[config.mk]
export PLATFORM = sky130hd
export DESIGN_NAME = uart_tx
export DESIGN_NICKNAME = d
export VERILOG_FILES = /design/src/rtl/uart_tx.sv
export SDC_FILE = /design/constraint.sdc
export NUM_CORES = 1
export LEC_CHECK = 0
export ABC_AREA = 1
export BUFFER_PORTS_ARGS = -buffer_cell sky130_fd_sc_hd__buf_2
export CELL_PAD_IN_SITES_DETAIL_PLACEMENT = 1
export CELL_PAD_IN_SITES_GLOBAL_PLACEMENT = 2
export CORE_MARGIN = 5
export CORE_UTILIZATION = 30
export DETAILED_ROUTE_END_ITERATION = 8
export PLACE_DENSITY_LB_ADDON = 0.1
export SLEW_MARGIN = 15
export SYNTH_ARGS = -nofsm -noshare
export SYNTH_HDL_FRONTEND = slang
export SYNTH_SLANG_ARGS = --single-unit
[constraint.sdc]
create_clock -name s_clk -period 2.4 [get_ports s_clk]
set_clock_uncertainty 0.05 [all_clocks]
set_input_delay 0.12 -clock s_clk [delete_from_list [all_inputs] [get_ports s_clk]]
set_output_delay 0.12 -clock s_clk [all_outputs]
set_load 0.02 [all_outputs]
[src/rtl/uart_tx.sv]
// 8N1 UART transmitter with 4-entry byte FIFO; optional parity bit via UART_TX_PARITY_EN.
// Line goes low one cycle after a write into an idle block; tx_ready drops while the FIFO is full.
module uart_tx #(
    parameter int BAUD_END   = 5207,
    parameter bit PARITY_ODD = 1'b0
) (
    input  logic       s_clk,
    input  logic       s_rst,
    input  logic [7:0] data_tx,
    input  logic       tx_flag,
    output logic       tx_ready,
    output logic       data_out,
    output logic       tx_busy,
    output logic       tx_done
);

    localparam logic [12:0] BAUD_LAST = 13'(BAUD_END);

    typedef enum logic [2:0] {
        IDLE   = 3'd0,
        START  = 3'd1,
        DATA   = 3'd2,
`ifdef UART_TX_PARITY_EN
        PARITY = 3'd3,
`endif
        STOP   = 3'd4
    } state_t;

    state_t      state, state_nxt;
    logic [7:0]  mem [4];
    logic [1:0]  wr_ptr, rd_ptr;
    logic [2:0]  count;
    logic [7:0]  shift;
    logic [2:0]  bit_cnt;
    logic [12:0] baud_cnt;
    logic        bit_end;
    logic        push, pop, shift_en, bit_clr, line_nxt, done_nxt;

`ifdef UART_TX_PARITY_EN
    logic        parity_bit;
`else
    logic        unused_parity_odd;
    assign unused_parity_odd = PARITY_ODD;
`endif

    assign tx_ready = (count != 3'd4);
    assign tx_busy  = (state != IDLE);
    assign bit_end  = (baud_cnt == BAUD_LAST);
    // A full FIFO drops the write even if a pop frees a slot in the same cycle.
    assign push     = tx_flag && (count != 3'd4);

    always_comb begin
        state_nxt = state;
        pop       = 1'b0;
        shift_en  = 1'b0;
        bit_clr   = 1'b0;
        line_nxt  = data_out;
        done_nxt  = 1'b0;
        case (state)
            IDLE: begin
                line_nxt = 1'b1;
                if (count != 3'd0) begin
                    pop       = 1'b1;
                    line_nxt  = 1'b0;
                    state_nxt = START;
                end
            end
            START: if (bit_end) begin
                line_nxt  = shift[0];
                bit_clr   = 1'b1;
                state_nxt = DATA;
            end
            DATA: if (bit_end) begin
                shift_en = 1'b1;
                if (bit_cnt == 3'd7) begin
`ifdef UART_TX_PARITY_EN
                    line_nxt  = parity_bit;
                    state_nxt = PARITY;
`else
                    line_nxt  = 1'b1;
                    state_nxt = STOP;
`endif
                end else begin
                    line_nxt = shift[1];
                end
            end
`ifdef UART_TX_PARITY_EN
            PARITY: if (bit_end) begin
                line_nxt  = 1'b1;
                state_nxt = STOP;
            end
`endif
            STOP: if (bit_end) begin
                done_nxt = 1'b1;
                // Chain straight into the next start bit so queued frames have no idle gap.
                if (count != 3'd0) begin
                    pop       = 1'b1;
                    line_nxt  = 1'b0;
                    state_nxt = START;
                end else begin
                    state_nxt = IDLE;
                end
            end
            default: begin
                line_nxt  = 1'b1;
                state_nxt = IDLE;
            end
        endcase
    end

    always_ff @(posedge s_clk) begin
        if (push) mem[wr_ptr] <= data_tx;
    end

    always_ff @(posedge s_clk) begin
        if (s_rst) begin
            state    <= IDLE;
            data_out <= 1'b1;
            tx_done  <= 1'b0;
            wr_ptr   <= 2'd0;
            rd_ptr   <= 2'd0;
            count    <= 3'd0;
            shift    <= 8'd0;
            bit_cnt  <= 3'd0;
            baud_cnt <= 13'd0;
`ifdef UART_TX_PARITY_EN
            parity_bit <= 1'b0;
`endif
        end else begin
            state    <= state_nxt;
            data_out <= line_nxt;
            tx_done  <= done_nxt;

            if (state == IDLE || bit_end) baud_cnt <= 13'd0;
            else                          baud_cnt <= baud_cnt + 13'd1;

            if (push) wr_ptr <= wr_ptr + 2'd1;
            if (pop)  rd_ptr <= rd_ptr + 2'd1;
            case ({push, pop})
                2'b10:   count <= count + 3'd1;
                2'b01:   count <= count - 3'd1;
                default: count <= count;
            endcase

            if (pop) begin
                shift <= mem[rd_ptr];
`ifdef UART_TX_PARITY_EN
                parity_bit <= (^mem[rd_ptr]) ^ PARITY_ODD;
`endif
            end else if (shift_en) begin
                shift <= {1'b0, shift[7:1]};
            end

            if (bit_clr)       bit_cnt <= 3'd0;
            else if (shift_en) bit_cnt <= bit_cnt + 3'd1;
        end
    end

endmodule

# Word-level counts from Yosys, hierarchy flattened
# Memory sizes are Yosys's and may differ from the RTL's. A register that Yosys moved wholly into a read port is not among the register bits.
# Index checks and enable logic that the tools add are counted.
[op_classes]
add_sub_neg = 6
n_eq_ne = 14
mux = 27
bitwise_logic = 1
reduce_logical = 12
[ops]
columns = ["op", "count"]
rows = [
  ["two-way mux 8 bit", 2],
  ["two-way mux 3 bit", 5],
  ["two-way mux 1 bit", 14],
  ["adder 13 x 1 -> 13 bit, second input constant", 1],
  ["== test 13 bit, second input constant", 1],
  ["!= test 2 bit, second input constant", 6],
  ["one-hot mux 3 bit (4 select lines)", 1],
  ["adder 3 x 1 -> 3 bit, second input constant", 2],
  ["== test 3 bit, second input constant", 2],
  ["one-hot mux 3 bit (2 select lines)", 1],
  ["nonzero test 3 bit", 2],
  ["OR reduction 2 bit", 3],
  ["AND reduction 5 bit", 1],
  ["adder 2 x 1 -> 2 bit, second input constant", 2],
  ["two-way mux 2 bit", 2],
  ["one-hot mux 1 bit (4 select lines)", 1],
  ["AND reduction 4 bit", 1],
  ["nonzero test 2 bit", 2],
  ["== test 3 x 1 -> 1 bit, second input constant", 1],
  ["== test 3 x 2 -> 1 bit, second input constant", 1],
  ["zero test 3 bit", 1],
  ["!= test 3 bit, second input constant", 1],
  ["subtractor 3 x 1 -> 3 bit, second input constant", 1],
  ["== test 2 x 1 -> 1 bit, second input constant", 1],
  ["5 further kinds", 5],
]
[totals]
reg_bits = 36
ram_bits = 32
in_bits = 11
output_inout_bits = 4
word_cells = 70
n_memories = 1
[mem_list]
columns = ["memory", "depth", "width", "read_ports", "rd_clocked_by_memory_dff", "wr", "line_no", "source"]
rows = [
  ["mem", 4, 8, 1, 1, 1, "30", "logic [7:0] mem [4];"],
]

# Depth between registers and ports, before layout
[depth]
ltp_word = 6
ltp_mapped = 14
ltp_nobuf = 14

# Worst setup path before layout
# No wires, ideal clock.
[synth_timing]
path_type = "register -> register"
start = "register baud_cnt[0]"
end = "register count[2]"
setup_time_ps = 122
t_arrival_ps = 2085
required_ps = 2228
path_slack_ps = 143
stages_incl_launch_ff = 15
path_buffers = 0
period_less_slack_ps = 2257
cell_sequence = "dfxtp_1 ha_1 nand2_1 nor2_1 nand3_4 nand2_4 nand2_4 clkinv_2 ha_1 inv_1 fa_1 a21oi_1 o21ai_0 o21ai_0 a21oi_1"
[synth_between]
elab_chain_cells = 5
elab_cells_between_ends = 7
classes_between = "eq/ne: 3; mux: 3; reduce/logical: 1"
[synth_rtl]
columns = ["item", "line_no", "source"]
rows = [
  ["start, declared", "35", "logic [12:0] baud_cnt;"],
  ["start signal, assigned", "135", "else baud_cnt <= baud_cnt + 13'd1;"],
  ["== test 13 bit *", "48", "assign bit_end = (baud_cnt == BAUD_LAST);"],
  ["two-way mux 1 bit *", "93", "STOP: if (bit_end) begin"],
  ["one-hot mux 1 bit (2 select lines) *", "59", "case (state)"],
  ["== test 2 x 1 -> 1 bit or == test 2 bit (tied branches)", "139", "case ({push, pop})"],
  ["one-hot mux 3 bit (2 select lines) or nonzero test 2 bit (tied branches)", "n/a", ""],
  ["end signal, assigned", "140", "2'b10: count <= count + 3'd1;"],
  ["end signal, assigned", "141", "2'b01: count <= count - 3'd1;"],
  ["end signal, assigned", "142", "default: count <= count;"],
  ["end, declared", "32", "logic [2:0] count;"],
]
# Mark *: on every way between the ends. The rest lies on a longest branch, timed or not.
# A chain may end at the register's enable or synchronous reset.

# Worst setup path in the final report
# Same ends and word-level chain as after synthesis.

==> reports/qor.yml <==
critical_path_class: "reg2reg"
worstMarginPinSlew_ns: 0.632
cp_cell_sequence: "ha_2, nand2_1, nor2_2, nand3_4, nand2_4, nand2_4, clkinv_2, ha_1, inv_1, fa_2, a21oi_1, o21ai_1, o21ai_1, a21oi_1"
dieArea_um2: 12600
yosys.cell_types.count: 30
pin_count: 15
p_leak_nw: 1.47
final_cells: 531
fin_tns_setup_ns: 0
grt-ovfl-total: 0
multi_input_area_um2: 1210
grt.total_usage_pct: 11.7
holdWs_ns: 0.102
postSynthCellCount: 349
drt_first_iter_violations: 62
remaining_drc_errors: 0
grt_start_max_net_pins: 25
synth_flop_cell: "dfxtp_1"
ff2ff_setup_slack_ns: 0.24
antenna_found_initial: 0
fmax_ghz: 0.463
r2r_end: "count[2]"
drv_cap: 0
timing.final.crit_share_pct: 89.9
numCtsBuffers: 9
synth_area_leaders: "edfxtp_1 31%, dfxtp_1 24%, nand2_1 6.7%, inv_1 5.5%, nor2_1 5.5%"
cp-end-kind: "flop"
mappedNetlistArea_um2: 3140
peakVddDrop_mv: 0.373
syn_area_per_cell_um2: 9.01
drtAntennaViolNets: 0
synth_edf_count: 32
finalNetCount: 410
postCtsSetupBuffers: 0
area_delta_synth_final_pct: 18.2
synthMuxAreaShare_pct: 0
regArea_um2: 1720
yosys.area.top_type: "edfxtp_1"
start_util_pct: 30.6
slowest_delay_ns: 0.34
rsz0062_at_grt: "false"
fin_crit_ns: 2.16
fillers: 1221
final_common_cell: "nand2_1"
finalPower_mw: 3.73
final_cell_mix: "56 x nand2_1, 46 x inv_1, 44 x nor2_1"
dp_hpwl_um: 4960
design.core.area_um2: 10300
seq_area_frac_synth_pct: 54.8
r2r-start: "baud_cnt[0]"
yosys.area_share.xor_xnor_pct: 1.95
cp.required_ns: 2.57
synthAdderAreaFrac_pct: 3.82
clk_pin_slew_ns: 0.08
worstPathMaxFanout: 4
path_buf_inv: 2
clock-root-buffer: "clkbuf_8"
async_flop_share_pct: 0
slowest_stage: "dfxtp_2"
num_vias: 2374
hold_end: "shift[2]"
min_path_cells: 3
fp.dieW_um: 112
cts_tree: "built"
yosys.area_share.simple_pct: 22.2
grt_pass1_vias: 2471
num_antenna_cells: 0
p_per_area_nw_per_um2: 1000
rows: 37
yosysTopAreaCellShare_pct: 30.6
htreeDepth: 3
insertion_delay_ns: 0.34
clockBufferDepth: 2
place_inst: 507
final_layout_size_suffix_gt1_share_pct: 15.2
port_buffers: 14
routed_via_density: 4.47
die_y_um: 112
yosysWarnings: 0
hold_viol: 0
final-setup-viol-count: 0
grt_first_pass_wirelength_um: 11800
crit_start: "baud_cnt[0]"
crit_family: "adder cells"
ys_seq_elements: 70
wirelength_um: 6930
arrival_ns: 2.33
clock_sinks: 70
synth_compound_area_share_pct: 10.2
place_congestion: 0.740
wire_per_inst_um: 13.0
synth_top_family_by_area: "simple AND/OR/NAND/NOR gates"
rr_worst_depth: 14
status: "finished clean"
drv_slew: 0
min_from: "s_rst"
hp-class: "in2reg"
slew_headroom_pct: 57.8
syn_nets: 369
dr.pass1.iters: 4
start_kind: "flop"
-- where the power goes --
group	total (mW)	internal, mW	switching [mW]
clock network	0.826	0.403	0.424
registers	1.56	1.45	0.114
logic	1.34	0.481	0.861
total	3.73	2.33	1.40
-- flip-flops by register name (all words and copies together) (netlist names), 2 cells and up, named ones only --
register,flops
wr_ptr,2
mem,32
state,3
baud_cnt,13
rd_ptr,2
bit_cnt,3
count,3
shift,8
-- cells by family after synthesis --
family / Yosys count
AND/OR/NAND/NOR: 150
flip-flops: 70
AO/OA/AOI/OAI: 57
buffers and inverters: 56
adder cells (fa/ha/maj): 9
XOR/XNOR: 7
-- metal layers --
metal,GRT usage [%],up-vias,share of wire (%)
li1,-,1234,-
met1,15.2,1107,49
met2,18.8,24,47
met3,2.59,9,2.7
met4,4.73,0,1.6
met5,0,-,0
-- layout make-up --
type / instances / area share, %
Clock buffer: 14 / 4.11
Timing Repair Buffer: 38 / 7.27
Clock inverter: 2 / 0.269
Multi-Input combinational cell: 223 / 32.5
Inverter: 48 / 4.88
Tap cell: 136 / 4.58
Sequential cell: 70 / 46.4
-- cell usage after synthesis (2+ instances only) --
cell / instances
nor2_1: 46
nor3b_1: 2
nand2_1: 56
buf_2: 4
nand4_1: 8
nor2_4: 4
xor2_1: 4
dfxtp_1: 38
nand2_4: 2
ha_1: 8
nor3_1: 4
o22ai_1: 3
nand2_2: 2
clkbuf_1: 3
inv_1: 46
edfxtp_1: 32
o21ai_0: 19
nand3_1: 23
a21oi_1: 23
o21bai_1: 2
o211ai_1: 9
xnor2_1: 3
-- worst min-delay path: stages --
cell and delay, ns:
buf_2 0.09, buf_4 0.18, a21oi_1 0.05
-- worst max path at each step --
stage               end  cells after the start
2_1_floorplan  count[2]                     14
3_3_place_gp   count[2]                     14
3_5_place_dp   count[2]                     14
4_1_cts        count[2]                     14
5_1_grt        count[2]                     14
6_report       count[2]                     14
-- timing repair --
action | in CTS | in global routing
endpoints found under the hold margin | 32 | 0
hold buffers | 8 | 0
setup endpoints to repair | 0 | 1
gates resized for setup | 0 | 7
-- per-stage QoR --
stage | area (um^2) | util (%) | setup slack, ns
after global placement | 3460 | 33.7 | 0.117
after detailed placement | 3460 | 33.7 | 0.0575
after CTS | 3700 | 36.0 | 0.0276
final | 3720 | 36.2 | 0.242
after floorplan | 3140 | - | 0.143
after global routing | 3720 | 36.2 | 0.0380
Power figures use the tool's default switching activity.
